### src/rtl/exu_mdu_pkg.sv
// Shared definitions for the iterative multiply/divide unit: funct3
// encodings of the RV M-extension, FSM state encoding and a decode helper.
package exu_mdu_pkg;

  localparam int MDU_FUNCT_WIDTH = 3;

  // RV funct3 encodings for the M-extension operations
  typedef enum logic [MDU_FUNCT_WIDTH-1:0] {
    MDU_MUL    = 3'd0,
    MDU_MULH   = 3'd1,
    MDU_MULHSU = 3'd2,
    MDU_MULHU  = 3'd3,
    MDU_DIV    = 3'd4,
    MDU_DIVU   = 3'd5,
    MDU_REM    = 3'd6,
    MDU_REMU   = 3'd7
  } mdu_funct_e;

  // Iteration state machine
  typedef enum logic [1:0] {
    MDU_ST_IDLE = 2'd0,
    MDU_ST_CALC = 2'd1,
    MDU_ST_DONE = 2'd2
  } mdu_state_e;

  localparam logic [6:0] OPC_OP        = 7'b0110011;
  localparam logic [6:0] FUNCT7_MULDIV = 7'b0000001;

  // Decode flag: the instruction belongs to this unit rather than the ALU
  function automatic logic is_mdu(input logic [6:0] opcode, input logic [6:0] funct7);
    return (opcode == OPC_OP) && (funct7 == FUNCT7_MULDIV);
  endfunction

endpackage

### src/rtl/exu_mdu_fixup.sv
// Sign correction of the unsigned iteration results. Selects product half,
// quotient or remainder and applies two's complement negation at full width.
module exu_mdu_fixup
  import exu_mdu_pkg::*;
#(
  parameter int XLEN = 32
) (
  input  logic [2*XLEN-1:0]          prod_i,
  input  logic [XLEN-1:0]            quo_i,
  input  logic [XLEN-1:0]            rem_i,
  input  logic                       neg_res_i,
  input  logic                       neg_rem_i,
  input  logic [MDU_FUNCT_WIDTH-1:0] funct_i,
  output logic [XLEN-1:0]            result_o
);

  logic [2*XLEN-1:0] prod_fix;
  logic [XLEN-1:0]   quo_fix;
  logic [XLEN-1:0]   rem_fix;

  // Negate where the latched sign flags say so, then pick the requested value
  always_comb begin
    prod_fix = neg_res_i ? -prod_i : prod_i;
    quo_fix  = neg_res_i ? -quo_i  : quo_i;
    rem_fix  = neg_rem_i ? -rem_i  : rem_i;
    result_o = '0;
    if (funct_i[2]) begin
      // funct3 bit 1 separates REM/REMU from DIV/DIVU
      result_o = funct_i[1] ? rem_fix : quo_fix;
    end else if (funct_i == MDU_MUL) begin
      result_o = prod_fix[XLEN-1:0];
    end else begin
      result_o = prod_fix[2*XLEN-1:XLEN];
    end
  end

endmodule

### src/rtl/exu_mdu.sv
// Iterative multiply/divide unit. Radix-2 shift-add multiply and restoring
// divide, one bit per cycle, on unsigned magnitudes; divide-by-zero and
// signed overflow resolve at accept with single-cycle latency.
module exu_mdu
  import exu_mdu_pkg::*;
#(
  parameter int XLEN = 32
) (
  input  logic                       clk,
  input  logic                       rst,
  input  logic                       flush,
  input  logic                       in_valid,
  output logic                       in_ready,
  input  logic [MDU_FUNCT_WIDTH-1:0] funct,
  input  logic [XLEN-1:0]            src1,
  input  logic [XLEN-1:0]            src2,
  output logic                       out_valid,
  input  logic                       out_ready,
  output logic [XLEN-1:0]            result
);

  localparam int              CNT_W    = $clog2(XLEN + 1);
  localparam logic [CNT_W-1:0] CNT_LAST = CNT_W'(XLEN - 1);
  localparam logic [XLEN-1:0] XMIN     = {1'b1, {(XLEN-1){1'b0}}};

  mdu_state_e                 state_q;
  logic [CNT_W-1:0]           cnt_q;
  logic [MDU_FUNCT_WIDTH-1:0] funct_q;
  logic [XLEN-1:0]            opnd_q;     // multiplicand or divisor magnitude
  logic [2*XLEN-1:0]          acc_q;      // product, or quotient in the low half
  logic [XLEN-1:0]            rem_q;      // partial remainder
  logic                       neg_res_q;
  logic                       neg_rem_q;
  logic [XLEN-1:0]            result_q;

  // Accept-side decode
  logic            s1_signed, s2_signed, s1_neg, s2_neg;
  logic [XLEN-1:0] mag1, mag2;
  logic            is_div, div_zero, div_ovf, special;
  logic [XLEN-1:0] special_res;

  // Iteration datapath
  logic [XLEN:0]     mul_sum;
  logic [2*XLEN-1:0] mul_acc_d;
  logic [XLEN:0]     div_shift;
  logic              div_ge;
  logic [XLEN-1:0]   div_diff;
  logic [XLEN-1:0]   div_rem_d;
  logic [XLEN-1:0]   div_quo_d;
  logic [XLEN-1:0]   fix_result;

  assign in_ready  = (state_q == MDU_ST_IDLE);
  assign out_valid = (state_q == MDU_ST_DONE);
  assign result    = result_q;

  // Operand signedness, magnitudes and special-case detection at accept
  always_comb begin
    s1_signed = (funct == MDU_MULH) || (funct == MDU_MULHSU) ||
                (funct == MDU_DIV)  || (funct == MDU_REM);
    s2_signed = (funct == MDU_MULH) || (funct == MDU_DIV) || (funct == MDU_REM);
    s1_neg    = s1_signed && src1[XLEN-1];
    s2_neg    = s2_signed && src2[XLEN-1];
    mag1      = s1_neg ? -src1 : src1;
    mag2      = s2_neg ? -src2 : src2;
    is_div    = funct[2];
    div_zero  = is_div && (src2 == '0);
    div_ovf   = ((funct == MDU_DIV) || (funct == MDU_REM)) &&
                (src1 == XMIN) && (src2 == '1);
    special   = div_zero || div_ovf;
    if (div_zero) begin
      special_res = funct[1] ? src1 : '1;
    end else begin
      special_res = funct[1] ? '0 : XMIN;
    end
  end

  // One multiply step and one restoring-divide step per cycle
  always_comb begin
    mul_sum   = {1'b0, acc_q[2*XLEN-1:XLEN]} + (acc_q[0] ? {1'b0, opnd_q} : '0);
    mul_acc_d = {mul_sum, acc_q[XLEN-1:1]};
    div_shift = {rem_q, acc_q[XLEN-1]};
    div_ge    = (div_shift >= {1'b0, opnd_q});
    // When the subtraction is kept the true difference is below 2^XLEN
    div_diff  = div_shift[XLEN-1:0] - opnd_q;
    div_rem_d = div_ge ? div_diff : div_shift[XLEN-1:0];
    div_quo_d = {acc_q[XLEN-2:0], div_ge};
  end

  exu_mdu_fixup #(.XLEN(XLEN)) u_fixup (
    .prod_i    (mul_acc_d),
    .quo_i     (div_quo_d),
    .rem_i     (div_rem_d),
    .neg_res_i (neg_res_q),
    .neg_rem_i (neg_rem_q),
    .funct_i   (funct_q),
    .result_o  (fix_result)
  );

  // Control FSM with counter, iteration registers and result register
  always_ff @(posedge clk or negedge rst) begin
    if (!rst) begin
      state_q   <= MDU_ST_IDLE;
      cnt_q     <= '0;
      funct_q   <= '0;
      opnd_q    <= '0;
      acc_q     <= '0;
      rem_q     <= '0;
      neg_res_q <= 1'b0;
      neg_rem_q <= 1'b0;
      result_q  <= '0;
    end else if (flush) begin
      state_q <= MDU_ST_IDLE;
      cnt_q   <= '0;
    end else begin
      case (state_q)
        MDU_ST_IDLE: begin
          if (in_valid) begin
            funct_q   <= funct;
            cnt_q     <= '0;
            opnd_q    <= is_div ? mag2 : mag1;
            acc_q     <= is_div ? {{XLEN{1'b0}}, mag1} : {{XLEN{1'b0}}, mag2};
            rem_q     <= '0;
            neg_res_q <= s1_neg ^ s2_neg;
            neg_rem_q <= s1_neg;
            if (special) begin
              result_q <= special_res;
              state_q  <= MDU_ST_DONE;
            end else begin
              state_q  <= MDU_ST_CALC;
            end
          end
        end
        MDU_ST_CALC: begin
          if (funct_q[2]) begin
            acc_q <= {{XLEN{1'b0}}, div_quo_d};
            rem_q <= div_rem_d;
          end else begin
            acc_q <= mul_acc_d;
          end
          if (cnt_q == CNT_LAST) begin
            result_q <= fix_result;
            state_q  <= MDU_ST_DONE;
          end else begin
            cnt_q <= cnt_q + CNT_W'(1);
          end
        end
        MDU_ST_DONE: begin
          if (out_ready) begin
            state_q <= MDU_ST_IDLE;
          end
        end
        default: state_q <= MDU_ST_IDLE;
      endcase
    end
  end

endmodule

### config.mk
export PLATFORM = sky130hd
export DESIGN_NAME = exu_mdu
export DESIGN_NICKNAME = d
export VERILOG_FILES = /design/src/rtl/exu_mdu_pkg.sv /design/src/rtl/exu_mdu_fixup.sv /design/src/rtl/exu_mdu.sv
export SDC_FILE = /design/constraint.sdc
export NUM_CORES = 1
export LEC_CHECK = 0
export ABC_CLOCK_PERIOD_IN_PS = 6300
export CORE_MARGIN = 2
export CORE_UTILIZATION = 35
export DETAILED_ROUTE_END_ITERATION = 8
export DONT_BUFFER_PORTS = 1
export PLACE_DENSITY = 0.54
export SETUP_SLACK_MARGIN = 0.1
export SYNTH_ARGS = -nofsm -noshare
export SYNTH_HDL_FRONTEND = slang
export SYNTH_SLANG_ARGS = --single-unit
### constraint.sdc
create_clock -name clk -period 6.3 [get_ports clk]
set_input_delay 1.26 -clock clk [delete_from_list [all_inputs] [get_ports clk]]
set_output_delay 1.26 -clock clk [all_outputs]
set_load 0.005 [all_outputs]
==> results.toml, run 1 <==
[run_status]
status = "finished, final reports clean"

[sta]
rsz0062_at_grt = "false"
fin_skew_ns = 0.0207
slew_headroom_pct = 22.2
worstMarginPinSlew_ns = 1.16
drv_slew = 0
period_minus_slack_ns = 6.00
max_freq_ghz = 0.167
setup_violations = 0
finalCritPeriodShare_pct = 95.3
finalHoldViolations = 0

[power]
power_switching_mw = 5.05
fin_total_pwr_mw = 9.15
p_int_mw = 4.09
comb_power_share_pct = 65.1
p_per_area_mw_per_mm2 = 476
clockPowerShare_pct = 12.6
p_leak_nw = 7.86
vdd.ir_drop.worst_mv = 0.186
swShare_pct = 55.2
power_frac_seq_pct = 22.3

[yosys]
syn_nets = 2581
syn_avg_cell_area_um2 = 7.32
syn-cell-area_mm2 = 0.0178
synth_top_area_share_pct = 24.3
synthTopCellsByArea = "dfrtp_1, o21ai_0, xnor2_1"
synth-edff-count = 0
synth_seq_cells = 173
ys.flop_type = "dfrtp_1"
synth_warnings = 0
syn_inst = 2436
synth_cell_types = 83
yosys.area.top_type = "dfrtp_1"
synth_seq_area_share_pct = 24.3
synthArstFlopShare_pct = 100

[drt]
vias_per_cell = 6.11
drtIter0Drc = 1960
drcViolationCount = 0
ant_nets = 0
avgRoutedWirePerCell_um = 26.3
drt_pass1_iterations = 8
routed_wl_mm = 80.1
vias = 18593

[clocking]
clk_transition_reported_paths_ns = 0.08
post-cts-setup-buffers = 0
cts_buffers = 17
worst_skew_pair.late_latency_ns = 0.51
htree_levels = 4
cts-root-buf = "clkbuf_16"
cts_tree = "built"
cts_sinks = 173
clockBufferDepth = 2

[grt]
antenna_found_initial = 4
gr-total-overflow = 0
grt_pass1_vias = 17562
grt_usage_pct = 30.0
grt_pass1_wl_mm = 117
grt_max_degree = 174

[critical_path]
arrival_ns = 6.36
slowest_stage = "dfrtp_1"
ff2ff_path_depth = 17
crit_top_cell = "buf_4"
crit_family = "simple AND/OR/NAND/NOR gates"
cp-end-kind = "flip-flop"
cp.depth = 17
path_cells = "clkinv_1 > buf_4 > nor2_1 > ha_1 > a21o_1 > a221o_1 > a2111o_1 > and3_1 > a211oi_1 > buf_4 > nand4_1 > or4_1 > or2_1 > or4_4 > mux2_4 > o221ai_2 > o211ai_1"
crit_path_max_fanout = 9
cp_num_buf_inv = 3
crit_path_start_kind = "flip-flop"
cp.required_ns = 6.66
criticalPathCategory = "reg -> reg"
slowest_delay_ns = 0.57

[layout]
layout-drive-gt1-share_pct = 6.92
multiInputGateArea_mm2 = 0.0126
final_util_pct = 38.3
final_area_mm2 = 0.0192
diodes = 0
fillCellCount = 5308
areaGrowthSynthToFinish_pct = 7.88
fin_nets = 2501
regArea_mm2 = 0.00433

[placed_design]
port_buffers = 0
dp_hpwl_mm = 62.9
gp_congestion = 0.993
placedInstanceArea_mm2 = 0.0186

[job]
max-cap-violations = 0

[die]
dieArea_mm2 = 0.0527
initial_core_util_pct = 35.5
num_rows = 82
core_mm2 = 0.0502
die_w_um = 230
die_h_um = 230
io_pins = 106

[worst_hold_path]
hold_path.class = "in -> async"
## placed cells by master (no fill, tap or decap), types with 19 or more instances in the layout
cell type | Yosys | final
nand2_1 | 284 | 283
nor2_1 | 272 | 272
o21ai_0 | 263 | 263
a21oi_1 | 216 | 214
dfrtp_1 | 173 | 171
xnor2_1 | 131 | 131
xor2_1 | 90 | 90
buf_4 | 0 | 72
ha_1 | 71 | 71
inv_1 | 63 | 63
mux2i_1 | 62 | 62
o31ai_1 | 55 | 53
nor3_1 | 50 | 47
a211oi_1 | 35 | 35
nand4_1 | 32 | 32
o211ai_1 | 31 | 31
a22o_1 | 31 | 31
nand3_1 | 30 | 30
a31oi_1 | 30 | 30
and3_1 | 26 | 26
or3_1 | 24 | 24
a21o_1 | 23 | 23
or4_1 | 19 | 19
## path summary, 6_finish.rpt
path	start	end	slack, ns
worst max-delay path	acc_q[0]	result[31]	0.30
worst min-delay path	rst	acc_q[49]	0.44
worst min register to register	opnd_q[19]	opnd_q[19]	0.48
min in group clk	opnd_q[19]	opnd_q[19]	0.48
max in group asynchronous	rst	opnd_q[7]	5.54
worst max register to register	acc_q[0]	result[31]	0.30
## power groups by stage
stage	clock (mW)	combinational, mW	sequential (mW)
2_1_floorplan	0	4.14	1.67
3_3_place_gp	0	5.78	2.04
3_5_place_dp	0	5.79	2.05
4_1_cts	1.18	5.83	2.03
5_1_grt	1.22	6.42	2.09
6_report	1.15	5.95	2.04
## final cells by class
class                           count  area share (%)
Tap cell                          672            4.37
Clock buffer                       18            2.23
Timing Repair Buffer               73            2.92
Inverter                           68            1.33
Clock inverter                     14           0.879
Multi-Input combinational cell   2023            65.7
Sequential cell                   173            22.5
## flip-flops by register name, indices dropped and copies added, names as in the netlist
| signal | count |
|---|---|
| state_q | 2 |
| neg_rem_q | 1 |
| acc_q | 64 |
| result | 32 |
| neg_res_q | 1 |
| funct_q | 3 |
| cnt_q | 6 |
| opnd_q | 32 |
| rem_q | 32 |
## cell usage after synthesis, types with 11 or more instances
cell and count:
a21o_1 23, ha_1 71, o21ai_0 263, buf_1 11, mux2i_1 62, o211ai_1 31
xor2_1 90, nand4_1 32, a31oi_1 30, or2_2 12, nor2_1 272, or3_1 24
inv_1 63, clkbuf_1 152, nand2_1 284, a211oi_1 35, or4_1 19, nand2b_1 19
o31ai_1 55, xnor2_1 131, mux2_2 13, o21a_1 15, a21oi_1 216, nor4_1 18
dfrtp_1 173, and3_1 26, nand3_1 30, nor3_1 50, a22o_1 31
## metal layers
| layer | global-route usage (%) | part of all wire [%] | vias to the layer above |
|---|---|---|---|
| met5 | 0 | 0 | - |
| met4 | 15.2 | 5.1 | 0 |
| met2 | 46.6 | 44 | 811 |
| met3 | 7.06 | 8.4 | 155 |
| li1 | - | - | 8624 |
| met1 | 38.8 | 42 | 9003 |
## logic make-up after synthesis
kind of cell | Yosys count | share of synthesized area (%)
fa+ha+maj | 73 | 5.21
flops | 173 | 24.3
compound gates | 808 | 27.9
buf+inv | 240 | 5.19
xor+xnor | 221 | 10.9
mux | 77 | 4.51
simple gates | 844 | 22.0
## through the flow
step           hold slack, ns  instances  setup TNS, ns  setup slack, ns
5_1_grt                 0.416       3041              0            0.145
3_5_place_dp            0.470       3009        -0.0792          -0.0499
4_1_cts                 0.419       3041              0            0.178
6_report                0.442       3041              0            0.299
2_1_floorplan           0.450       2436              0            0.290
3_3_place_gp            0.462       3009              0            0.102
## timing repair
item | 4_1_cts | 5_1_grt
setup endpoints to repair | 7 | 9
gates resized for setup | 3 | 6
hold buffers | 0 | 0
Note: power is estimated with default switching activity, not from simulation.
==> inputs of run 2 (changes only) <==
Settings changed: CORE_ASPECT_RATIO set to 0.8, SLEW_MARGIN set to 10.
==> run 2 against run 1 <==
First-iteration DRC count is 3.7% higher; global-route usage is 0.84 points lower; cell area is 0.11% higher; worst setup slack better by 0.075 ns; wire length is 2.9% lower; register-to-register slack better by 0.07 ns; total power is 2.8% higher; sequential share of layout area hardly changed; count of clock-buffer cells in the layout stayed put; fmax is 1.3% higher; sequential cell count stayed put; critical path type unchanged; largest power group unchanged; highest routed layer is now met5.
==> results.toml, run 2 (synthesis gave the netlist of run 1 again) <==
[run_status]
status = "finished, final reports clean"

[placed_design]
dp.cells = 3008
dp_hpwl_mm = 60.2
dp_slack_ns = 0.206
gp_congestion = 1.00
port_buffers = 0

[layout]
layoutNonFillerInstCount = 3040
largest_reg_flops = 64
layout_common_cells = "nand2_1, nor2_1, o21ai_0"
fillCellCount = 5257
regMostFlops = "acc_q"
regArea_mm2 = 0.00433
fin_nets = 2497
layout_commonest_cell = "nand2_1"
multiInputGateArea_mm2 = 0.0127
layout-drive-gt1-share_pct = 7.10
areaGrowthSynthToFinish_pct = 8.00
final_util_pct = 38.5
diodes = 0

[power]
p_leak_nw = 7.85
comb_power_share_pct = 65.3
swShare_pct = 55.6
power_switching_mw = 5.22
clockPowerShare_pct = 12.7
power_frac_seq_pct = 22.0
vdd.ir_drop.worst_mv = 0.227
p_per_area_mw_per_mm2 = 488
fin_total_pwr_mw = 9.40
p_int_mw = 4.18

[critical_path]
cp-end-kind = "flip-flop"
crit_path_max_fanout = 21
arrival_ns = 6.28
crit_path_start_kind = "flip-flop"
cp.required_ns = 6.66
criticalPathCategory = "reg -> reg"

[drt]
drtIter0Drc = 2033
drt_pass1_iterations = 6
routed_wl_mm = 77.7
drcViolationCount = 0
vias_per_cell = 6.14
vias = 18657
avgRoutedWirePerCell_um = 25.6
ant_nets = 0

[grt]
grt_max_degree = 174
grtUsageMet1_pct = 41.9
globalRoute.busiestLayer = "met1"
met3_usage_pct = 10.7
grt_pass1_wl_mm = 115
grt_pass1_vias = 17370
grt_usage_pct = 29.2
gr-total-overflow = 0
gr-usage-met2_pct = 41.1
antenna_found_initial = 4

[die]
dieArea_mm2 = 0.0527
die_w_um = 256
die_h_um = 206
initial_core_util_pct = 35.7
num_rows = 73
core_mm2 = 0.0500
io_pins = 106

[clocking]
htree_levels = 4
clk_transition_reported_paths_ns = 0.07
cts-root-buf = "clkbuf_16"
worst_skew_pair.late_latency_ns = 0.48
post-cts-setup-buffers = 0
postCtsHoldBufs = 0
cts_buffers = 17
cts_tree = "built"
cts_sinks = 173
clockBufferDepth = 2

[sta]
drv_slew = 0
worstMarginPinSlew_ns = 0.994
max_freq_ghz = 0.169
finalWorstSetupSlack_ns = 0.374
slew_headroom_pct = 33.6
rsz0062_at_grt = "false"
fin_skew_ns = 0.0145
finalHoldViolations = 0
finalCritPeriodShare_pct = 94.1
period_minus_slack_ns = 5.93
setup_tns_ns = 0
setup_violations = 0

[worst_hold_path]
hold_path.class = "in -> async"

[job]
max-cap-violations = 0
[run 2: cell count changes in the layout (fill, tap and decap cells not counted), moves of 2 or more]
cell,delta
a2111oi_0,-2
buf_4,-3
bufinv_16,+2
clkinv_2,+2
clkinv_4,+3
clkinv_8,-3
inv_6,-5
nor3_1,-2
nor3_2,+2
nor4_1,-2
nor4_2,+2
[run 2: layout make-up]
cell class / instances / area share [%]
clock inverter: 14 / 0.956
tap: 675 / 4.39
inverter: 68 / 1.33
sequential: 173 / 22.5
multi-input combinational: 2023 / 65.8
timing repair buffer: 69 / 2.69
clock buffer: 18 / 2.28
[run 2: power by group through the flow]
stage | clock network (mW) | registers [mW] | logic [mW]
after floorplan | 0 | 1.67 | 4.14
after global placement | 0 | 2.06 | 5.84
after detailed placement | 0 | 2.07 | 5.84
after CTS | 1.21 | 2.06 | 5.87
after global routing | 1.25 | 2.12 | 6.58
final | 1.19 | 2.07 | 6.14
[run 2: final timing paths]
kind	slack [ns]	from	cells past startpoint	to
worst max register to register	0.37	acc_q[0]	16	result[31]
worst min-delay path	0.48	rst	0	acc_q[36]
min in group clk	0.48	opnd_q[19]	2	opnd_q[19]
worst min register to register	0.48	opnd_q[19]	2	opnd_q[19]
max in group asynchronous	5.36	rst	0	acc_q[28]
worst max-delay path	0.37	acc_q[0]	16	result[31]
[run 2: per-stage QoR]
stage                     cell area [um^2]  hold slack [ns]
final                                19200            0.478
after global routing                 19200            0.459
after CTS                            19200            0.462
after detailed placement             18600            0.472
after global placement               18600            0.466
after floorplan                      17800            0.450
[run 2: per-layer routing]
| metal | vias to the layer above | part of all wire (%) |
|---|---|---|
| met1 | 8978 | 46 |
| met5 | - | 0.018 |
| met3 | 94 | 12 |
| li1 | 8625 | - |
| met4 | 2 | 2.0 |
| met2 | 958 | 40 |
[run 2: timing repair]
| action | in CTS | in global routing |
|---|---|---|
| gates resized for setup | 0 | 17 |
| hold endpoints to repair | 0 | 0 |
| endpoints found under the setup margin | 0 | 12 |
[run 2: critical path, stage by stage (launching register included)]
cell and delay (ns):
dfrtp_1 0.58, clkinv_1 0.33, buf_4 0.32, nor2_1 0.29, ha_1 0.40, and3_1 0.21, a221o_1 0.45, a2111o_1 0.39
and3_1 0.24, a211oi_2 0.33, nand4_1 0.23, or4_1 0.56, or2_1 0.31, or4_4 0.50, mux2_4 0.35, o221ai_2 0.18
o211ai_1 0.11
==> inputs of run 3 (changes only) <==
==> constraint.sdc (replaced) <==
create_clock -name clk -period 6.3 [get_ports clk]
set_input_delay 1.26 -clock clk [delete_from_list [all_inputs] [get_ports clk]]
set_output_delay 1.26 -clock clk [all_outputs]
set_load 0.1 [all_outputs]
==> run 3 against run 2 <==
Register-to-register slack is essentially flat; hold slack gained 0.0044 ns; largest cell class unchanged; sequential cell count did not move; highest routed layer unchanged; critical path depth rose by 7; final cell count barely moved; critical path type unchanged; clock skew up 0.0052 ns; utilization down 0.12 points; sequential power grew 32%; die area stayed put; cell area decreased by 0.31%; non-clock buffer count shrank 3; via count rose by 0.64%.
==> results.toml, run 3 (synthesis gave the netlist of run 1 again) <==
[drt]
vias_per_cell = 6.17
wl_met3_mm = 8.55
ant_nets = 0
routed_wl_mm = 77.6
drcViolationCount = 0
vias = 18776
drt_pass1_iterations = 7
m1WireLength_mm = 35.5
met2_wirelength_mm = 31.9
drtIter0Drc = 2271
avgRoutedWirePerCell_um = 25.5
highest_layer = "met5"

[sta]
finalCritPeriodShare_pct = 93.9
slew_headroom_pct = 18.4
period_minus_slack_ns = 5.91
drv_slew = 0
setup_tns_ns = 0
fin_skew_ns = 0.0197
rsz0062_at_grt = "false"
max_freq_ghz = 0.169
worstMarginPinSlew_ns = 1.22
finalHoldViolations = 0
setup_violations = 0
holdWs_ns = 0.483

[placed_design]
gp_congestion = 0.988
port_buffers = 0
dp_hpwl_mm = 60.5
dp.cells = 3004
placedInstanceArea_mm2 = 0.0185

[die]
io_pins = 106
die_h_um = 206
initial_core_util_pct = 35.7
num_rows = 73
die_w_um = 256
dieArea_mm2 = 0.0527
core_mm2 = 0.0500

[grt]
grt_pass1_vias = 17345
antenna_found_initial = 7
grt_max_degree = 174
grt_pass1_wl_mm = 116
grt_usage_pct = 29.3
gr-total-overflow = 0

[critical_path]
cp-end-kind = "flip-flop"
cp.required_ns = 6.60
crit_path_start_kind = "flip-flop"
crit_path_end = "result[26]"
crit_path_start = "rem_q[9]"
cp.depth = 23
r2r-start = "rem_q[9]"
slowest_delay_ns = 0.50
slowest_stage = "or3b_2"
path_cells = "ha_1 > a21oi_1 > o21ai_1 > a21o_1 > o31ai_2 > or3_1 > nand2_1 > clkinv_1 > mux2i_1 > ha_1 > and4b_1 > and3_1 > a311oi_1 > a2111oi_2 > buf_4 > nand4_1 > or3b_2 > o22ai_1 > nand2_2 > o31ai_1 > xor2_1 > o21ai_0 > a41oi_1"
r2r-end = "result[26]"
arrival_ns = 6.21
r2r_slack_ns = 0.39
ff2ff_path_depth = 23
crit_top_cell = "ha_1"
criticalPathCategory = "reg -> reg"
crit_family = "compound AO/OA/AOI/OAI gates"
crit_path_max_fanout = 8
cp_num_buf_inv = 2

[clocking]
clockBufferDepth = 2
worst_skew_pair.late_latency_ns = 0.48
postCtsHoldBufs = 0
cts_buffers = 17
htree_levels = 4
cts-root-buf = "clkbuf_16"
cts_sinks = 173
clk_transition_reported_paths_ns = 0.08
cts_tree = "built"

[layout]
layout_common_cells = "nand2_1, nor2_1, o21ai_0"
layout_commonest_cell = "nand2_1"
layout-drive-gt1-share_pct = 6.86
layoutNonFillerInstCount = 3041
fillCellCount = 5279
fin_nets = 2494
regMostFlops = "acc_q"
largest_reg_flops = 64
final_area_mm2 = 0.0192
areaGrowthSynthToFinish_pct = 7.67

[power]
p_leak_nw = 7.82
vdd.ir_drop.worst_mv = 0.274
p_per_area_mw_per_mm2 = 522
fin_total_pwr_mw = 10.0

[run_status]
status = "finished, final reports clean"

[job]
max-cap-violations = 0

[worst_hold_path]
hold_path.class = "in -> async"
## run 3: cell types whose count changed in the layout (fill, tap and decap cells not counted), sizes merged
cell	change
inv	+5
bufinv	-2
diode	+4
clkinvlp	+1
clkinv	-4
buf	-3
## run 3: worst min path at each step
stage,from,to,depth (start not counted)
after global placement,opnd_q[14],opnd_q[14],2
final,rst,acc_q[43],0
after detailed placement,opnd_q[5],opnd_q[5],2
after floorplan,opnd_q[10],opnd_q[10],2
after global routing,rst,acc_q[43],0
after CTS,rst,acc_q[56],0
## run 3: repair_timing
item	4_1_cts	5_1_grt
pin swaps	0	1
endpoints found under the setup margin	2	10
resized for setup	2	9
buffers inserted	0	1
## run 3: worst register-to-register path: cells and delay by family, from the launching register on
kind | cells | cell delay (ns)
AND/OR/NAND/NOR | 7 | 1.55
flip-flops | 1 | 0.46
buffers and inverters | 2 | 0.29
AO/OA/AOI/OAI | 10 | 2.35
multiplexers | 1 | 0.30
adder cells (fa/ha/maj) | 2 | 0.69
XOR/XNOR | 1 | 0.10
## run 3: report_power, final
part	switching, mW	internal (mW)	total [mW]
logic	4.07	2.03	6.10
registers	1.28	1.46	2.74
clock network	0.593	0.581	1.17
## run 3: layer usage
metal  global-route usage (%)  vias up
met3                     8.49       93
met5                        0        -
met4                     7.29        4
li1                         -     8625
met1                     42.1     9140
met2                     42.5      914
## run 3: area by class of cell
cell class,instances,area (um^2),share of cell area [%]
antenna,4,10.0,0.0522
clock buffer,18,439,2.29
clock inverter,14,165,0.861
inverter,68,255,1.33
multi-input combinational,2023,12600,65.9
sequential,173,4330,22.6
tap,675,845,4.40
timing repair buffer,66,495,2.58
## run 3: per-stage QoR
stage          worst slack (ns)  utilization [%]
6_report                  0.387             38.4
5_1_grt                  0.0930             38.4
4_1_cts                   0.154             38.3
3_5_place_dp             0.0419             37.1
3_3_place_gp              0.237             37.1
2_1_floorplan             0.290                -
